===== config.mk =====
export PLATFORM = sky130hd
export DESIGN_NAME = serial_add_ctrl
export DESIGN_NICKNAME = d
export VERILOG_FILES = /design/src/rtl/serial_add_ctrl.sv
export SDC_FILE = /design/constraint.sdc
export NUM_CORES = 1
export LEC_CHECK = 0
export CAP_MARGIN = 20
export CORE_ASPECT_RATIO = 1.2
export CORE_MARGIN = 5
export CORE_UTILIZATION = 44
export DETAILED_ROUTE_END_ITERATION = 12
export PLACE_DENSITY_LB_ADDON = 0.1
export SYNTH_ARGS = -nofsm -noshare
export SYNTH_HDL_FRONTEND = slang
export SYNTH_SLANG_ARGS = --single-unit

===== constraint.sdc =====
create_clock -name clk -period 1.2 [get_ports clk]
set_input_delay 0.24 -clock clk [delete_from_list [all_inputs] [get_ports clk]]
set_output_delay 0.24 -clock clk [all_outputs]
set_load 0.1 [all_outputs]

===== src/rtl/serial_add_ctrl.sv =====
// Bit-serial adder: one shared full adder (two half-adder cells plus a carry
// register) steps WIDTH-bit operands LSB-first and holds the result until the next start.
module serial_add_ctrl #(
    parameter int WIDTH = 8
) (
    input  logic             clk,
    input  logic             rst,
    input  logic             start,
    input  logic [WIDTH-1:0] a,
    input  logic [WIDTH-1:0] b,
    input  logic             cin,
    output logic             busy,
    output logic             done,
    output logic [WIDTH-1:0] sum,
    output logic             cout
);

    localparam int CNT_W = $clog2(WIDTH + 1);

    typedef enum logic [1:0] {
        IDLE = 2'd0,
        RUN  = 2'd1,
        DONE = 2'd2
    } state_t;

    state_t             state;
    state_t             state_nxt;
    logic [WIDTH-1:0]   a_sh;
    logic [WIDTH-1:0]   b_sh;
    logic [WIDTH-1:0]   res;
    logic [CNT_W-1:0]   cnt;
    logic               carry;
    logic               cout_r;

    logic               s1;
    logic               c1;
    logic               s2;
    logic               c2;
    logic               accept;
    logic               last_bit;
    logic [WIDTH:0]     res_ext;

    // Full adder built from the two half-adder cells; carry is the registered third input.
    assign s1 = a_sh[0] ^ b_sh[0];
    assign c1 = a_sh[0] & b_sh[0];
    assign s2 = s1 ^ carry;
    assign c2 = s1 & carry;

    assign accept   = start && (state != RUN);
    assign last_bit = (cnt == CNT_W'(WIDTH - 1));
    // Widening by one bit lets the same shift expression work down to WIDTH=1.
    assign res_ext  = {s2, res};

    always_comb begin
        state_nxt = state;
        case (state)
            IDLE:    if (start) state_nxt = RUN;
            RUN:     if (last_bit) state_nxt = DONE;
            DONE:    if (start) state_nxt = RUN;
            default: state_nxt = IDLE;
        endcase
    end

    always_ff @(posedge clk) begin
        if (rst) begin
            state <= IDLE;
        end else begin
            state <= state_nxt;
        end
    end

    always_ff @(posedge clk) begin
        if (rst) begin
            a_sh   <= '0;
            b_sh   <= '0;
            res    <= '0;
            cnt    <= '0;
            carry  <= 1'b0;
            cout_r <= 1'b0;
        end else if (accept) begin
            a_sh  <= a;
            b_sh  <= b;
            carry <= cin;
            cnt   <= '0;
        end else if (state == RUN) begin
            a_sh  <= a_sh >> 1;
            b_sh  <= b_sh >> 1;
            res   <= res_ext[WIDTH:1];
            carry <= c1 | c2;
            cnt   <= cnt + CNT_W'(1);
            if (last_bit) begin
                cout_r <= c1 | c2;
            end
        end
    end

    assign busy = (state == RUN);
    assign done = (state == DONE);
    assign sum  = res;
    assign cout = cout_r;

endmodule


### After elaboration in Yosys (flattened, before gate mapping)

Index checks and enable logic that the tools add are counted.

| storage, ports and cells | value |
|---|---|
| bits in registers | 32 |
| latch bits | 0 |
| bits in writable memories | 0 |
| bits in read-only memories | 0 |
| input bits | 20 |
| output and inout bits | 11 |
| word-level logic and storage cells | 37 |
| memories | 0 |

| operators by class | value |
|---|---|
| add/sub/neg operators | 1 |
| $mul | 0 |
| divide/modulo/power cells | 0 |
| order comparisons | 0 |
| equality and inequality tests | 6 |
| shifts and indexed selects | 0 |
| mux-type cells | 9 |
| bitwise logic cells | 6 |
| reduce and logical (&&, ||, !) cells | 8 |

Operators with widths:

| operator | count |
|---|---|
| $mux 8 | 4 |
| $ne 2x1->1 const B | 3 |
| $add 4x1->4 const B | 1 |
| $eq 4x3->1 const B | 1 |
| $mux 2 | 2 |
| $pmux 2 s2 | 1 |
| $reduce_and 2->1 | 2 |
| $reduce_or 2->1 | 2 |
| $reduce_and 3->1 | 1 |
| $and 1x1->1 | 2 |
| $eq 2x1->1 const B | 1 |
| $eq 2x2->1 const B | 1 |
| $logic_not 2->1 | 1 |
| $mux 1 | 2 |
| $reduce_bool 2->1 | 1 |
| $xor 1x1->1 | 2 |
| $logic_and 1x1->1 | 1 |
| $not 1->1 | 1 |
| $or 1x1->1 | 1 |

### Depth between registers and ports, before layout

Gate-level depths: netlist (run 1).

| logic depth | value |
|---|---|
| word-level depth | 5 |
| depth in mapped cells | 6 |
| depth with buffers taken out | 4 |

### Worst setup path after synthesis (run 1)

No wires, ideal clock.

| timing path | value |
|---|---|
| kind | flip-flop to flip-flop |
| start point | register state[1] |
| end point | register state[1] |
| setup time | 0.065 ns |
| arrival time | 1.978 ns |
| required time | 1.135 ns |
| setup slack | -0.843 ns |
| stages on the path, launching flop included | 4 |
| path buffers | 0 |
| clock period less this slack | 2.043 ns |
| cells stage by stage | dfxtp_1 -> nor2b_1 -> o2bb2ai_1 -> nor2b_1 |

| on the way | value |
|---|---|
| word-level cells in the longest chain between the ends | 4 |
| elaborated cells between the ends (all ways) | 8 |
| classes of those cells | 4 x eq/ne; 1 x mux; 3 x reduce/logical |

Ends and longest elaborated chain:

| element | line | RTL |
|---|---|---|
| start: declaration | 26 | `state_t state;` |
| start signal: assignment | 68 | `state <= state_nxt;` |
| $eq 2x2->1 * | -- |  |
| net done | 13 | `output logic done,` |
| $reduce_or 2->1 (no line) * | -- |  |
| $ne 2x1->1 (no line) | -- |  |
| $reduce_and 2->1 (no line) | -- |  |

Mark *: on every way through the listed nets, which the timed path passes. The rest lies on a longest branch.
A chain may end at the register's enable or synchronous reset.

### Final worst setup path (run 1)

| timing path | value |
|---|---|
| start point | register state[1] |
| end point | output busy |

| on the way | value |
|---|---|
| word-level cells in the longest chain between the ends | 1 |

Ends and longest elaborated chain:

| element | line | RTL |
|---|---|---|
| $eq 2x1->1 | 97 | `assign busy = (state == RUN);` |
| end: declaration | 12 | `output logic busy,` |

Every way passes these cells.

==> impl_metrics.csv, run 1 <==
group,metric,value,unit
status,status,"finished with violations",
status,violations,"negative setup slack",
critical_path,crit_path_start_kind,"register",
logic_synthesis,ys_ff_latch,32,
sta,hold_violations,0,
final_layout,final_core_util,0.752,
sta,fin_ws,-0.186,ns
final_layout,final_cell_area,2260,µm²
worst_hold_path,worstHoldStart,"start",
clocking,ctsRootBufferMaster,"clkbuf_4",
global_route,antenna_found_initial,0,
critical_path,cp_cell_sequence,"nand2b_4, inv_4, buf_12, buf_12",
critical_path,worstReg2RegStart,"state[1]$_SDFFE_PP0P_",
pwr,pwr-share-clk,0.266,
pwr,p_leak,0.890,nW
clocking,cts_tree,"done",
pwr,comb_power_share,0.243,
clocking,clk_latency,0.34,ns
place,place_congestion,0.768,
global_route,grt_pass1_wl,4800,µm
sta,fin_crit_sh,1.16,
sta,relSlewSlack,0.821,
floorplan,row_count,22,
pwr,p_switching,665,µW
sta,fmax,721,MHz
routing,vias,1230,
logic_synthesis,synth_area_per_cell,9.34,µm²
routing,drt_iter0_drc,13,
sta,tns,-0.658,ns
final_layout,nNetsFinal,214,
logic_synthesis,yosysUniqueCellTypes,26,
critical_path,critical_path_class,"register to output port",
floorplan,die-area,4290,µm²
sta,tightest_slew,0.269,ns
floorplan,die-height,70.8,µm
routing,ant_nets,0,
critical_path,critical_path.slowest_cell,"dfxtp_2",
global_route,grt_max_degree,33,
clocking,cts.sinks,32,
logic_synthesis,syn_nets,167,
critical_path,rr_endpoint,"cnt[2]$_SDFFE_PP0P_",
place,placedInstanceArea,1870,µm²
global_route,grt_overflow,0,
pwr,peakVddDrop,0.000997,V
worst_hold_path,hold_path_class,"input pin to register",
floorplan,ioPinCount,31,
sta,setup_violations,6,
logic_synthesis,synthCells,145,
floorplan,start_util,0.451,
pwr,p_int,1.73,mW
worst_hold_path,min_to,"cnt[2]$_SDFFE_PP0P_",
place,io_buffers,30,
critical_path,crit_arrival,1.15,ns
place,dpl_worst_slack,-0.311,ns
sta,rsz0062_at_grt,"yes",
routing,drt_wl_total,3190,µm
pwr,seq_power_share,0.491,
routing,drtPass1Iterations,4,
global_route,grt.total_usage,0.146,
floorplan,core-area,3000,µm²
worst_hold_path,holdPathStages,3,
clocking,clock_path_buffers,2,
final_layout,final_cell_mix,"clkdlybuf4s50_1 (18), mux2i_1 (17), dfxtp_1 (17), buf_12 (17), nand2_1 (16)",
routing,wire_per_inst,13.9,µm
critical_path,cp_max_fo,2,
global_route,grt_pass1_vias,1179,
sta,slew_violations,0,
final_layout,mostFrequentLayoutCell,"clkdlybuf4s50_1",
final_layout,drive_gt1_frac,0.461,
logic_synthesis,netlist_area,1350,µm²
floorplan,die_w,60.6,µm
sta,fin_crit,1.39,ns
logic_synthesis,yosysWarnings,0,
final_layout,num_antenna_cells,0,
pwr,swShare,0.278,
place,place_hpwl,2010,µm
pwr,pwr_density_cell,1060,nW/µm²
routing,viasPerCell,5.37,
clocking,path_clk_slew,0.09,ns
critical_path,worst_ep_required_time,0.96,ns
critical_path,cp-end-kind,"output port",
clocking,cts_max_level,2,
critical_path,slowest_delay,0.33,ns
clocking,tritoncts.num_buffers,5,
critical_path,r2r_cells,6,
final_layout,area_growth,66.7,%
routing,drc_errors,0,
job,cap_violations,0,
critical_path,path_common_cell,"buf_12",
critical_path,r2r_setup_slack,-0.12,ns
logic_synthesis,yosysSeqAreaShare,0.473,
sta,fin_worst_skew,0.00428,ns
[state kept, by name, indices dropped and copies added, names as in the netlist]
| signal | count |
|---|---|
| a_sh | 8 |
| b_sh | 8 |
| carry | 1 |
| cnt | 4 |
| cout | 1 |
| state | 2 |
| sum | 8 |
[synthesized netlist by cell type]
cell / instances / area [µm²]
a211oi_1: 15 / 113
a211oi_2: 1 / 12.5
a21oi_1: 12 / 60.1
a2bb2oi_1: 1 / 8.76
a31oi_1: 1 / 6.26
buf_2: 3 / 15.0
buf_4: 1 / 7.51
buf_6: 2 / 22.5
clkbuf_1: 5 / 18.8
dfxtp_1: 32 / 641
fa_1: 1 / 20.0
ha_1: 1 / 12.5
inv_1: 2 / 7.51
inv_4: 1 / 6.26
mux2_4: 1 / 15.0
mux2i_1: 17 / 170
nand2_1: 17 / 63.8
nand2b_1: 2 / 12.5
nand3_1: 5 / 25.0
nand3b_1: 1 / 7.51
nor2_1: 16 / 60.1
nor2b_1: 2 / 12.5
nor3_1: 2 / 10.0
o21ai_0: 1 / 5.00
o2bb2ai_1: 1 / 8.76
or3_1: 2 / 12.5
[worst max-delay path, delay by kind of cell, from the launching register on]
kind                   cells  cell delay (ns)
DFF                        1             0.33
buffers and inverters      3             0.33
and+or+nand+nor            1             0.15
[per-stage QoR]
step,total power [mW],std cells,hold slack (ns)
floorplan,1.44,145,0.312
global placement,1.59,211,0.462
detailed placement,1.60,211,0.471
CTS,2.25,223,0.485
global route,2.50,229,0.472
finish,2.40,229,0.442
[what timing repair did]
action | in CTS | in global routing
hold buffers | 0 | 0
setup endpoints to repair | 28 | 25
gates cloned | 0 | 3
gates resized for setup | 5 | 50
setup buffers | 4 | 3
pin swaps | 0 | 4
[per-layer routing]
metal	wire length (µm)	global-route usage
met2	1580	0.237
met1	1370	0.167
met3	151	0.0493
met4	83	0.0699
met5	0	0
[worst max path at each step]
stage / start / endpoint / slack, ns / cells past startpoint
detailed placement: start / a_sh[3]$_SDFFE_PP0P_ / -0.31 / 4
global route: state[1]$_SDFFE_PP0P_ / busy / -0.22 / 4
finish: state[1]$_SDFFE_PP0P_ / busy / -0.19 / 4
floorplan: state[0]$_SDFFE_PP0P_ / cnt[2]$_SDFFE_PP0P_ / -0.02 / 5
CTS: state[1]$_SDFFE_PP0P_ / busy / -0.18 / 4
global placement: start / b_sh[0]$_SDFFE_PP0P_ / -0.27 / 4
[power by group through the flow]
| stage | logic (mW) | registers [mW] | clock network, mW |
|---|---|---|---|
| 2_1_floorplan | 0.226 | 1.21 | 0 |
| 3_3_place_gp | 0.407 | 1.19 | 0 |
| 3_5_place_dp | 0.415 | 1.19 | 0 |
| 4_1_cts | 0.435 | 1.17 | 0.649 |
| 5_1_grt | 0.621 | 1.18 | 0.696 |
| 6_report | 0.583 | 1.17 | 0.638 |
[cells by family (layout without fill, tap and decap cells)]
family / count (synthesis) / after routing / synth area share
flip-flops: 32 / 32 / 0.473
multiplexers: 18 / 18 / 0.137
AND/OR/NAND/NOR: 47 / 47 / 0.151
adder cells (fa/ha/maj): 2 / 2 / 0.0240
buffers and inverters: 14 / 62 / 0.0573
AO/OA/AOI/OAI: 32 / 32 / 0.158
[final cells by class]
cell class                      instances  area, µm²
Clock buffer                            8       58.8
Fill cell                             213        743
Inverter                                3       13.8
Multi-Input combinational cell         99        774
Sequential cell                        32        659
Tap cell                               36       45.0
Timing Repair Buffer                   51        706
Power figures use the tool's default switching activity.
==> run 2, diff against run 1 <==
--- a/config.mk
+++ b/config.mk
@@ -8,8 +8,9 @@
 export CAP_MARGIN = 20
 export CORE_ASPECT_RATIO = 1.2
 export CORE_MARGIN = 5
-export CORE_UTILIZATION = 44
+export CORE_UTILIZATION = 54
 export DETAILED_ROUTE_END_ITERATION = 12
+export DONT_BUFFER_PORTS = 1
 export PLACE_DENSITY_LB_ADDON = 0.1
 export SYNTH_ARGS = -nofsm -noshare
 export SYNTH_HDL_FRONTEND = slang
==> impl_metrics.csv, run 2 (same netlist as run 1, synthesis figures left out) <==
group,metric,value,unit
clocking,clk_latency,0.33,ns
sta,fin_worst_skew,0.00731,ns
critical_path,worst_ep_required_time,0.96,ns
clocking,cts_tree,"done",
pwr,p_switching,608,µW
worst_hold_path,holdPathStages,2,
critical_path,critical-path-top-delay-family,"flip-flops",
routing,vias,1123,
pwr,pwr_density_cell,1170,nW/µm²
floorplan,row_count,20,
critical_path,r2r_cells,6,
place,place_congestion,0.785,
sta,fin_ws,-0.141,ns
sta,relSlewSlack,0.835,
place,place_hpwl,1950,µm
routing,wl_met2,1620,µm
pwr,comb_power_share,0.174,
clocking,ctsRootBufferMaster,"clkbuf_4",
routing,drt_iter0_drc,18,
place,io_buffers,0,
pwr,peakVddDrop,0.00103,V
final_layout,final_cell_mix,"dfxtp_1 (18), mux2i_1 (17), nand2_1 (17), nor2_1 (16), a211oi_1 (15)",
pwr,seq_power_share,0.549,
job,cap_violations,0,
final_layout,fillers,171,
global_route,grt.total_usage,0.174,
pwr,finalPower,2.13,mW
routing,drtPass1Iterations,4,
global_route,grt_pass1_wl,4810,µm
routing,viasPerCell,5.64,
critical_path,critical_path.slowest_cell,"dfxtp_2",
floorplan,ioPinCount,31,
sta,rsz0062_at_grt,"yes",
sta,fin_crit,1.34,ns
routing,drt_wl_total,3050,µm
routing,top_layer,"met4",
clocking,clock_path_buffers,2,
critical_path,cp_cell_sequence,"buf_6, nand2b_4, inv_4, buf_12",
floorplan,core-area,2480,µm²
critical_path,cp_num_buf_inv,3,
global_route,grt_max_degree,36,
sta,tightest_slew,0.246,ns
critical_path,cp-end-kind,"output port",
floorplan,die-area,3610,µm²
final_layout,final_core_util,0.736,
pwr,swShare,0.285,
routing,wl_met1,1200,µm
clocking,path_clk_slew,0.10,ns
final_layout,mostFrequentLayoutCell,"dfxtp_1",
clocking,cts_max_level,2,
critical_path,crit_arrival,1.10,ns
sta,fin_crit_sh,1.12,
final_layout,nNetsFinal,187,
critical_path,slowest_delay,0.35,ns
sta,slew_violations,0,
final_layout,drive_gt1_frac,0.349,
global_route,grt_overflow,0,
routing,wl_met3,181,µm
critical_path,cp_max_fo,3,
status,violations,"negative setup slack",
critical_path,critical_path_class,"register to output port",
final_layout,num_antenna_cells,0,
sta,hold_violations,0,
worst_hold_path,hold_path_class,"input pin to register",
routing,ant_nets,0,
sta,fmax,746,MHz
pwr,pwr-share-clk,0.277,
routing,drc_errors,0,
global_route,antenna_found_initial,0,
global_route,grt_pass1_vias,1051,
clocking,cts.sinks,32,
routing,wire_per_inst,15.3,µm
floorplan,start_util,0.546,
final_layout,area_growth,34.7,%
sta,setup_violations,6,
pwr,p_leak,0.719,nW
clocking,tritoncts.num_buffers,5,
critical_path,worst-path-stages,4,
floorplan,die-height,64.9,µm
floorplan,die_w,55.7,µm
status,status,"finished with violations",
pwr,p_int,1.52,mW
critical_path,crit_path_start_kind,"register",
-- run 2: final timing paths --
check / from / endpoint / slack (ns)
worst max-delay path: state[0]$_SDFFE_PP0P_ / busy / -0.14
worst min register to register: sum[7]$_SDFFE_PP0P_ / sum[7]$_SDFFE_PP0P_ / 0.48
worst min-delay path: b[7] / b_sh[7]$_SDFFE_PP0P_ / 0.12
worst max register to register: state[0]$_SDFFE_PP0P_ / cnt[3]$_SDFFE_PP0P_ / -0.11
-- run 2: power by group through the flow --
stage               registers (mW)  logic (mW)  clock network (mW)
floorplan                     1.21       0.226                   0
global placement              1.19       0.283                   0
detailed placement            1.19       0.292                   0
CTS                           1.17       0.325               0.608
global route                  1.18       0.403               0.673
finish                        1.17       0.370               0.590
-- run 2: layout make-up --
type / instances / area [µm²] / area share
Timing Repair Buffer: 24 / 360 / 0.198
Clock buffer: 5 / 37.5 / 0.0206
Inverter: 3 / 13.8 / 0.00755
Tap cell: 33 / 41.3 / 0.0226
Clock inverter: 3 / 18.8 / 0.0103
Multi-Input combinational cell: 99 / 691 / 0.379
Sequential cell: 32 / 661 / 0.362
-- run 2: worst reg2reg max path: cells and delay by family, from the launching register on --
kind / cells / cell delay, ns
AOI/OAI and AO/OA: 1 / 0.16
buffers and inverters: 3 / 0.35
DFF: 1 / 0.35
and+or+nand+nor: 2 / 0.39
-- run 2: layer usage --
metal	GRT usage	up-vias
li1	-	551
met1	0.175	536
met2	0.308	31
met3	0.0657	5
met4	0.0912	0
met5	0	-
-- run 2: stage by stage --
step / TNS, ns / setup WS [ns] / hold WS [ns] / cell area [µm²] / std cells
2_1_floorplan: -0.0195 / -0.0195 / 0.312 / 1380 / 145
3_3_place_gp: 0 / 0.00818 / 0.306 / 1610 / 185
3_5_place_dp: -0.749 / -0.0692 / 0.308 / 1610 / 185
4_1_cts: -0.777 / -0.145 / -0.0537 / 1730 / 197
5_1_grt: -1.23 / -0.193 / 0.0993 / 1820 / 199
6_report: -0.575 / -0.141 / 0.122 / 1820 / 199
-- run 2: repair_timing --
item	in CTS	in global routing
hold endpoints to repair	32	32
setup buffers	4	1
setup endpoints to repair	23	32
pin swaps	1	3
resized for setup	9	19
